`src/rtl/imem_loader_if.sv`:
```
// Byte-stream receive handshake and imem write port shared by the program loader.
// The master side is the serial source / memory observer; the slave side is the loader.
interface imem_loader_if;
  logic        rx_valid;
  logic [7:0]  rx_data;
  logic        rx_ready;
  logic        mem_we;
  logic [31:0] mem_addr;
  logic [31:0] mem_wdata;

  modport master (
    output rx_valid, rx_data,
    input  rx_ready, mem_we, mem_addr, mem_wdata
  );

  modport slave (
    input  rx_valid, rx_data,
    output rx_ready, mem_we, mem_addr, mem_wdata
  );
endinterface

```
`src/rtl/imem_loader.sv`:
```
// Program loader: parses SYNC/length/data/checksum frames, writes little-endian words
// into imem and releases the core reset only after a frame checks out.
module imem_loader #(
  parameter int          DEPTH     = 64,
  parameter logic [31:0] BASE_ADDR = 32'h0,
  parameter logic [7:0]  SYNC      = 8'hA5
) (
  input  logic          clk,
  input  logic          reset,
  input  logic          start,
  imem_loader_if.slave  bus,
  output logic          core_reset,
  output logic          done,
  output logic          error
);

  localparam logic [2:0] IDLE = 3'd0;
  localparam logic [2:0] HDR  = 3'd1;
  localparam logic [2:0] LEN0 = 3'd2;
  localparam logic [2:0] LEN1 = 3'd3;
  localparam logic [2:0] DATA = 3'd4;
  localparam logic [2:0] CSUM = 3'd5;
  localparam logic [2:0] DONE = 3'd6;
  localparam logic [2:0] ERR  = 3'd7;

  localparam logic [16:0] DEPTH_W = 17'(DEPTH);

  logic [2:0]  state;
  logic [15:0] len;
  logic [15:0] idx;
  logic [1:0]  byte_cnt;
  logic [23:0] asm_reg;
  logic [7:0]  csum;
  logic        mem_we_q;
  logic [31:0] mem_addr_q;
  logic [31:0] mem_wdata_q;
  logic        rx_ready_c;
  logic        accept;
  logic [15:0] len_next;

  assign rx_ready_c = (state == HDR) || (state == LEN0) || (state == LEN1) ||
                      (state == DATA) || (state == CSUM);
  assign accept     = bus.rx_valid & rx_ready_c;
  assign len_next   = {bus.rx_data, len[7:0]};

  assign bus.rx_ready  = rx_ready_c;
  assign bus.mem_we    = mem_we_q;
  assign bus.mem_addr  = mem_addr_q;
  assign bus.mem_wdata = mem_wdata_q;

  // Frame parser; the first three data bytes of a word are buffered, the fourth
  // completes the word and schedules the write strobe for the following cycle.
  always_ff @(posedge clk or posedge reset) begin
    if (reset) begin
      state       <= IDLE;
      len         <= 16'd0;
      idx         <= 16'd0;
      byte_cnt    <= 2'd0;
      asm_reg     <= 24'd0;
      csum        <= 8'd0;
      mem_we_q    <= 1'b0;
      mem_addr_q  <= BASE_ADDR;
      mem_wdata_q <= 32'd0;
      core_reset  <= 1'b1;
      done        <= 1'b0;
      error       <= 1'b0;
    end else begin
      mem_we_q <= 1'b0;
      case (state)
        IDLE: begin
          if (start) begin
            state    <= HDR;
            csum     <= 8'd0;
            idx      <= 16'd0;
            byte_cnt <= 2'd0;
            done     <= 1'b0;
            error    <= 1'b0;
          end
        end
        HDR: begin
          if (accept && (bus.rx_data == SYNC)) begin
            state <= LEN0;
          end
        end
        LEN0: begin
          if (accept) begin
            len[7:0] <= bus.rx_data;
            csum     <= csum ^ bus.rx_data;
            state    <= LEN1;
          end
        end
        LEN1: begin
          if (accept) begin
            len[15:8] <= bus.rx_data;
            csum      <= csum ^ bus.rx_data;
            if ({1'b0, len_next} > DEPTH_W) begin
              state <= ERR;
              error <= 1'b1;
            end else if (len_next == 16'd0) begin
              state <= CSUM;
            end else begin
              state <= DATA;
            end
          end
        end
        DATA: begin
          if (accept) begin
            csum     <= csum ^ bus.rx_data;
            byte_cnt <= byte_cnt + 2'd1;
            if (byte_cnt == 2'd3) begin
              mem_we_q    <= 1'b1;
              mem_wdata_q <= {bus.rx_data, asm_reg};
              mem_addr_q  <= BASE_ADDR + {14'd0, idx, 2'b00};
              idx         <= idx + 16'd1;
              if (idx == len - 16'd1) begin
                state <= CSUM;
              end
            end else begin
              asm_reg <= {bus.rx_data, asm_reg[23:8]};
            end
          end
        end
        CSUM: begin
          if (accept) begin
            if (bus.rx_data == csum) begin
              state      <= DONE;
              done       <= 1'b1;
              core_reset <= 1'b0;
            end else begin
              state <= ERR;
              error <= 1'b1;
            end
          end
        end
        DONE: begin
          if (start) begin
            state      <= HDR;
            core_reset <= 1'b1;
            done       <= 1'b0;
            csum       <= 8'd0;
            idx        <= 16'd0;
            byte_cnt   <= 2'd0;
          end
        end
        ERR: begin
          if (start) begin
            state    <= HDR;
            error    <= 1'b0;
            csum     <= 8'd0;
            idx      <= 16'd0;
            byte_cnt <= 2'd0;
          end
        end
        default: state <= IDLE;
      endcase
    end
  end

endmodule

```
`src/flat_wrapper.sv`:
```
// flat-port wrapper written by rule: the top's interface ports become plain ports
module imem_loader_flat 
#(
  parameter int          DEPTH     = 64,
  parameter logic [31:0] BASE_ADDR = 32'h0,
  parameter logic [7:0]  SYNC      = 8'hA5
)
  (clk, reset, start, core_reset, done, error, bus_rx_valid, bus_rx_data, bus_rx_ready, bus_mem_we, bus_mem_addr, bus_mem_wdata);
  imem_loader_if bus_i ();
  input  logic clk;
  input  logic reset;
  input  logic start;
  output logic core_reset;
  output logic done;
  output logic error;
  input wire logic [$bits(bus_i.rx_valid)-1:0] bus_rx_valid;
  input wire logic [$bits(bus_i.rx_data)-1:0] bus_rx_data;
  output wire logic [$bits(bus_i.rx_ready)-1:0] bus_rx_ready;
  output wire logic [$bits(bus_i.mem_we)-1:0] bus_mem_we;
  output wire logic [$bits(bus_i.mem_addr)-1:0] bus_mem_addr;
  output wire logic [$bits(bus_i.mem_wdata)-1:0] bus_mem_wdata;
  assign bus_i.rx_valid = bus_rx_valid;
  assign bus_i.rx_data = bus_rx_data;
  assign bus_rx_ready = bus_i.rx_ready;
  assign bus_mem_we = bus_i.mem_we;
  assign bus_mem_addr = bus_i.mem_addr;
  assign bus_mem_wdata = bus_i.mem_wdata;
  imem_loader #(.DEPTH(DEPTH), .BASE_ADDR(BASE_ADDR), .SYNC(SYNC)) u_core (.clk(clk), .reset(reset), .start(start), .bus(bus_i), .core_reset(core_reset), .done(done), .error(error));
endmodule
```
`config.mk`:
```
export PLATFORM = sky130hd
export DESIGN_NAME = imem_loader_flat
export DESIGN_NICKNAME = d
export VERILOG_FILES = /design/src/rtl/imem_loader_if.sv /design/src/rtl/imem_loader.sv /design/src/flat_wrapper.sv
export SDC_FILE = /design/constraint.sdc
export NUM_CORES = 1
export LEC_CHECK = 0
export BUFFER_PORTS_ARGS = -buffer_cell sky130_fd_sc_hd__buf_2
export CORE_MARGIN = 4
export CORE_UTILIZATION = 45
export CTS_BUF_LIST = sky130_fd_sc_hd__clkbuf_4
export DETAILED_ROUTE_END_ITERATION = 10
export PLACE_DENSITY = 0.64
export SLEW_MARGIN = 5
export SYNTH_ARGS = -nofsm -noshare
export SYNTH_HDL_FRONTEND = slang
export SYNTH_SLANG_ARGS = --single-unit
```
`constraint.sdc`:
```
create_clock -name clk -period 10.8 [get_ports clk]
set_input_delay 3.24 -clock clk [delete_from_list [all_inputs] [get_ports clk]]
set_output_delay 3.24 -clock clk [all_outputs]
set_load 0.01 [all_outputs]
```
# Word-level counts from Yosys, hierarchy flattened
# Cells that the tools add are included.
# W data, S select, Z words.
[word_totals]
output_inout_bits = 69
input_bits = 12
ff_bits = 121
elab_cells = 111
[op_classes]
eq_ne = 26
addsub = 3
n_reduce_logical = 27
bitwise_logic = 3
n_mux = 38
order_cmp = 1
[op_table]
columns = ["cell", "n"]
rows = [
  ["$mux W16", 3],
  ["$pmux W16 S2", 1],
  ["$mux W3", 9],
  ["$pmux W3 S6", 1],
  ["$add A16 B1 Y16 const B", 1],
  ["$eq A16 B16 Y1", 1],
  ["$gt A16 B7 Y1 const B", 1],
  ["$logic_not A16 Y1", 1],
  ["$mux W8", 2],
  ["$ne A2 B1 Y1 const B", 8],
  ["$pmux W8 S2", 1],
  ["$sub A16 B1 Y16 const B", 1],
  ["$mux W1", 15],
  ["$ne A2 B2 Y1 const B", 7],
  ["$eq A3 B3 Y1 const B", 4],
  ["$reduce_and A3 Y1", 4],
  ["$reduce_and A4 Y1", 3],
  ["$eq A8 B8 Y1", 1],
  ["$eq A8 B8 Y1 const B", 1],
  ["$reduce_and A8 Y1", 1],
  ["$reduce_bool A2 Y1", 4],
  ["$xor A8 B8 Y8", 1],
  ["$eq A3 B2 Y1 const B", 2],
  ["$reduce_and A6 Y1", 1],
  ["other kinds (16)", 24],
]

# Longest topological paths before layout
[logic_depth]
word_depth = 9
mapped_depth = 8
depth_no_buf = 8

# Worst setup path after synthesis
# No wires, ideal clock.
[synth_path]
kind = "in2reg"
startpoint = "input bus_rx_data[1]"
endpoint = "register u_core.state[0]"
setup_time_ns = 0.128
path_slack_ns = 5.967
stages = 7
t_required_ns = 10.672
arrival_time_ns = 4.705
path_cell_list = "clkbuf_1 -> nor4_1 -> and3_1 -> o22ai_1 -> nor4_1 -> a41oi_1 -> mux2_1"
[synth_between]
elab_chain_len = 5
elab_cells_between_ends = 13
classes_between = "order compare: 1; eq/ne: 3; mux: 6; reduce/logical: 3"
[synth_rtl]
columns = ["element", "line_no", "text"]
rows = [
  ["start, declared", "flat_wrapper.sv:17", "input wire logic [$bits(bus_i.rx_data)-1:0] bus_rx_data;"],
  ["parallel branches: the longest is 5 deep, another holds $gt A16 B7 Y1", "n/a", ""],
  ["end signal, assigned", "imem_loader.sv:72", "state <= HDR;"],
  ["end signal, assigned", "imem_loader.sv:97", "state <= ERR;"],
  ["end signal, assigned", "imem_loader.sv:100", "state <= CSUM;"],
  ["end, declared", "imem_loader.sv:28", "logic [2:0] state;"],
]
# Several ways; the timed one is not identified. The select of a mux whose other input is x is not followed.
# A chain may end at the register's enable or synchronous reset.

# Final worst setup path
[layout_path]
startpoint = "register u_core.state[2]"
endpoint = "output bus_rx_ready"
[layout_between]
elab_chain_len = 5
elab_cells_between_ends = 9
classes_between = "eq/ne: 5; reduce/logical: 4"
[layout_rtl]
columns = ["element", "line_no", "text"]
rows = [
  ["start signal, assigned", "imem_loader.sv:55", "state <= IDLE;"],
  ["start signal, assigned", "imem_loader.sv:72", ""],
  ["start signal, assigned", "imem_loader.sv:82", "state <= LEN0;"],
  ["$eq A3 B1 Y1 or $eq A3 B2 Y1 (tied branches)", "imem_loader.sv:41", "assign rx_ready_c = (state == HDR) || (state == LEN0) || (state == LEN1) ||"],
  ["$logic_or A1 B1 Y1 (3 in series)", "imem_loader.sv:41", ""],
  ["$logic_or A1 B1 Y1 (*)", "imem_loader.sv:42", "(state == DATA) || (state == CSUM);"],
  ["end, declared", "flat_wrapper.sv:18", "output wire logic [$bits(bus_i.rx_ready)-1:0] bus_rx_ready;"],
]
# Every way passes the cells marked *; elsewhere a longest branch is shown, timed or not.

==> impl_results.md <==
* Global-route wire length before repair at approximately 20,000 µm
* Outcome: finished clean
* EDFF count, synth at 0
* Worst-path clk slew at 110 ps
* Grt ovf at 0
* # port buffers at 64
* CP Capture Type: output pin
* Synth Instances at slightly above 500
* Power density over cell area at 193.8 nW/µm²
* Setup violators final at 0
* Initial detailed-routing violation count at 242
* First drt pass iteration count at 5
* CTS tree: done
* Starting density of the core at 0.4674
* Dpl hpwl at 8145 µm
* TNS Setup at 0 ps
* Reg-to-Reg Start: u_core.state[2]
* Die Area at 14,610 µm²
* GRT Util Overall at 0.1732
* Highest Signal Layer: met4
* Wl on met1 at about 5500 µm
* HP Start: u_core.core_reset
* Largest net degree at the start of global routing at 64
* Drt wl/cell at 15.83 µm
* Critical Path AT at between 1500 and 2000 ps
* Crit-path cells: and2_1, nor2_1, buf_2
* Met2 Routed Length at around 5600 µm
* # DRC at 0
* Max-cap viol count at 0
* NetSw at between 400 and 500 µW
* Max-slew violations at 0
* Met3 wire len at 443 µm
* Vias in the first global route at 3,881
* Clock network power share at 0.256
* Crit path launch type: register
* Slew HR at 0.1648
* Die Wd at ~120 µm
* Rows at 40
* GP Congestion at 0.8565
* Min Tclk post-route at slightly above 5000 ps
* Placed cell count at 709
* WS Path Type: reg -> out
* Via/cell ratio at about 5.2
* Syn Area/Cell at about 11 µm²
* CP max-delay cell: dfrtp_1
* Initial antenna violation count at 1
* Depth of the CTS H-tree at 4
* Via count at between 3,000 and 4,000
* Top FF cell, synth: dfrtp_1
* Utilization after layout at 0.5222
* R2R Path End: u_core.asm_reg[2]
* Synth warn at 0
* Hold endpoint: u_core.core_reset
* Skew-Pair Late Insertion Delay at 530 ps
* Root Driver: clkbuf_4
* Post-route cell area at about 6400 µm²
* Most common cell after layout, fill and taps aside: dfrtp_1
* Library cells used by synthesis at 53
* Worst reg2reg path depth at 5
* Final period util at 0.4803
* Slew @ Worst Pin at between 1000 and 1500 ps
* Antenna violation net count after detailed routing at 0
* Design Power at ~1.2 mW
* Die height at around 120 µm
* Worst R2R Setup Slack at about 7900 ps
* CP Buf/Inv Count at 1
* Hold WC Path Type: reg -> reg
* Seq/Total Area, Yosys at 0.5285
* Area after DPL at just over 6000 µm²
* Worst VDD drop at between 90 and 100 µV
* CTS Hold Bufs at 0
* Fin. Hold Viols at 0
* Largest delay share family, worst path: simple AND/OR/NAND/NOR gates
* Final wirelength at approximately 12,000 µm
* Post-layout nets at approximately 580
* Seq cells post-synth at around 120
* Mapped Area at 5732 µm²
* Clock skew at 17.96 ps
* Io pins at 81
* Fraction of registers with async set/reset at 1.000
* # clock sinks at roughly 120
* Cts bufs inserted at 17
* RSZ-0062 raised after global routing: no
* Area grow syn2layout at 11.72%
* Net Sw Frac at 0.3504
* Crit path largest cell delay at around 570 ps
* Sequential power share at 0.496
* Largest buffer count on any clock path at 2
* Max reg flops at 32
* Power Internal at between 800 and 900 µW
* Post-CTS setup buffer count at 0
* Max Fclk at around 190 MHz
* Most frequent cells in the layout: 120 x dfrtp_1, 72 x mux2_2, 64 x buf_2
* CP required at roughly 7600 ps
* Fraction of layout cells with a size suffix above 1 at 0.3072
* Hold Path Depth at 2
* Combinational group share of total power at 0.248
* Lkg Pwr at 3.177 nW
* Quantity of gates resized following cts at 0
* Non-Filler Instances at roughly 740
* Core Area at roughly 12,000 µm²
* Crit-path max FO at 17
worst max-delay path by stage:
stage,end,cells past startpoint,slack (ps),startpoint
floorplan,u_core.asm_reg[0],1,4350,reset
global placement,u_core.asm_reg[20],4,5690,bus_rx_valid
detailed placement,u_core.asm_reg[17],4,5660,bus_rx_valid
CTS,bus_rx_ready,3,5580,u_core.state[2]
global route,bus_rx_ready,3,5440,u_core.state[2]
finish,bus_rx_ready,3,5610,u_core.state[2]
metal layers:
layer,up-vias,global-route usage
li1,1843,-
met1,1937,0.2360
met2,80,0.2650
met3,9,0.04988
met4,0,0.06020
met5,-,0
final cells by class:
class,instances,area (µm²)
Sequential cell,121,3029
Tap cell,168,210.2
Multi-Input combinational cell,338,2485
Inverter,16,62.56
Clock inverter,15,151.4
Antenna cell,1,2.502
Fill cell,1098,5858
Timing Repair Buffer,66,335.3
Clock buffer,17,127.6
tightest hold or removal path: stages (launching register included):
cell,delay (ps)
dfstp_2,390
inv_1,40
o22ai_1,50
power groups by stage:
stage / clock network (mW) / logic [mW] / registers (mW)
detailed placement: 0 / 0.309 / 0.624
global route: 0.351 / 0.348 / 0.628
global placement: 0 / 0.300 / 0.621
finish: 0.317 / 0.308 / 0.615
floorplan: 0 / 0.274 / 0.586
CTS: 0.329 / 0.310 / 0.615
per-stage QoR:
step	hold WS, ps	setup slack [ps]
after floorplan	476.5	4347
after global placement	463.2	5689
after detailed placement	465.0	5661
after CTS	482.7	5576
after global routing	513.8	5440
final	481.0	5613
Yosys cell counts (4+ instances only):
master,n,share of area
nand3_1,12,0.010
xnor2_1,15,0.023
nand2b_1,11,0.012
nor2b_1,4,0.0044
mux2_1,11,0.022
mux2_2,72,0.14
nand2_1,25,0.016
o22ai_1,4,0.0044
nor4_1,8,0.0087
or3_1,5,0.0055
nor2_1,31,0.020
o21ai_1,14,0.012
xor2_1,25,0.038
clkbuf_1,24,0.016
dfrtp_1,120,0.52
buf_4,16,0.021
inv_1,15,0.0098
a21oi_1,10,0.0087
a31oi_1,4,0.0044
o21ai_0,21,0.018
nor3_1,7,0.0061
cell families (layout without fill, tap and decap cells):
group	count (synthesis)	after routing	synth area share
mux	85	85	0.1666
fa+ha+maj	3	3	0.006549
flops	121	121	0.5285
other cells	1	17	0.0006543
compound gates	73	73	0.07815
simple gates	121	121	0.1094
buf+inv	59	114	0.04912
xor+xnor	40	40	0.06112
Note: power is estimated with default switching activity, not from simulation.
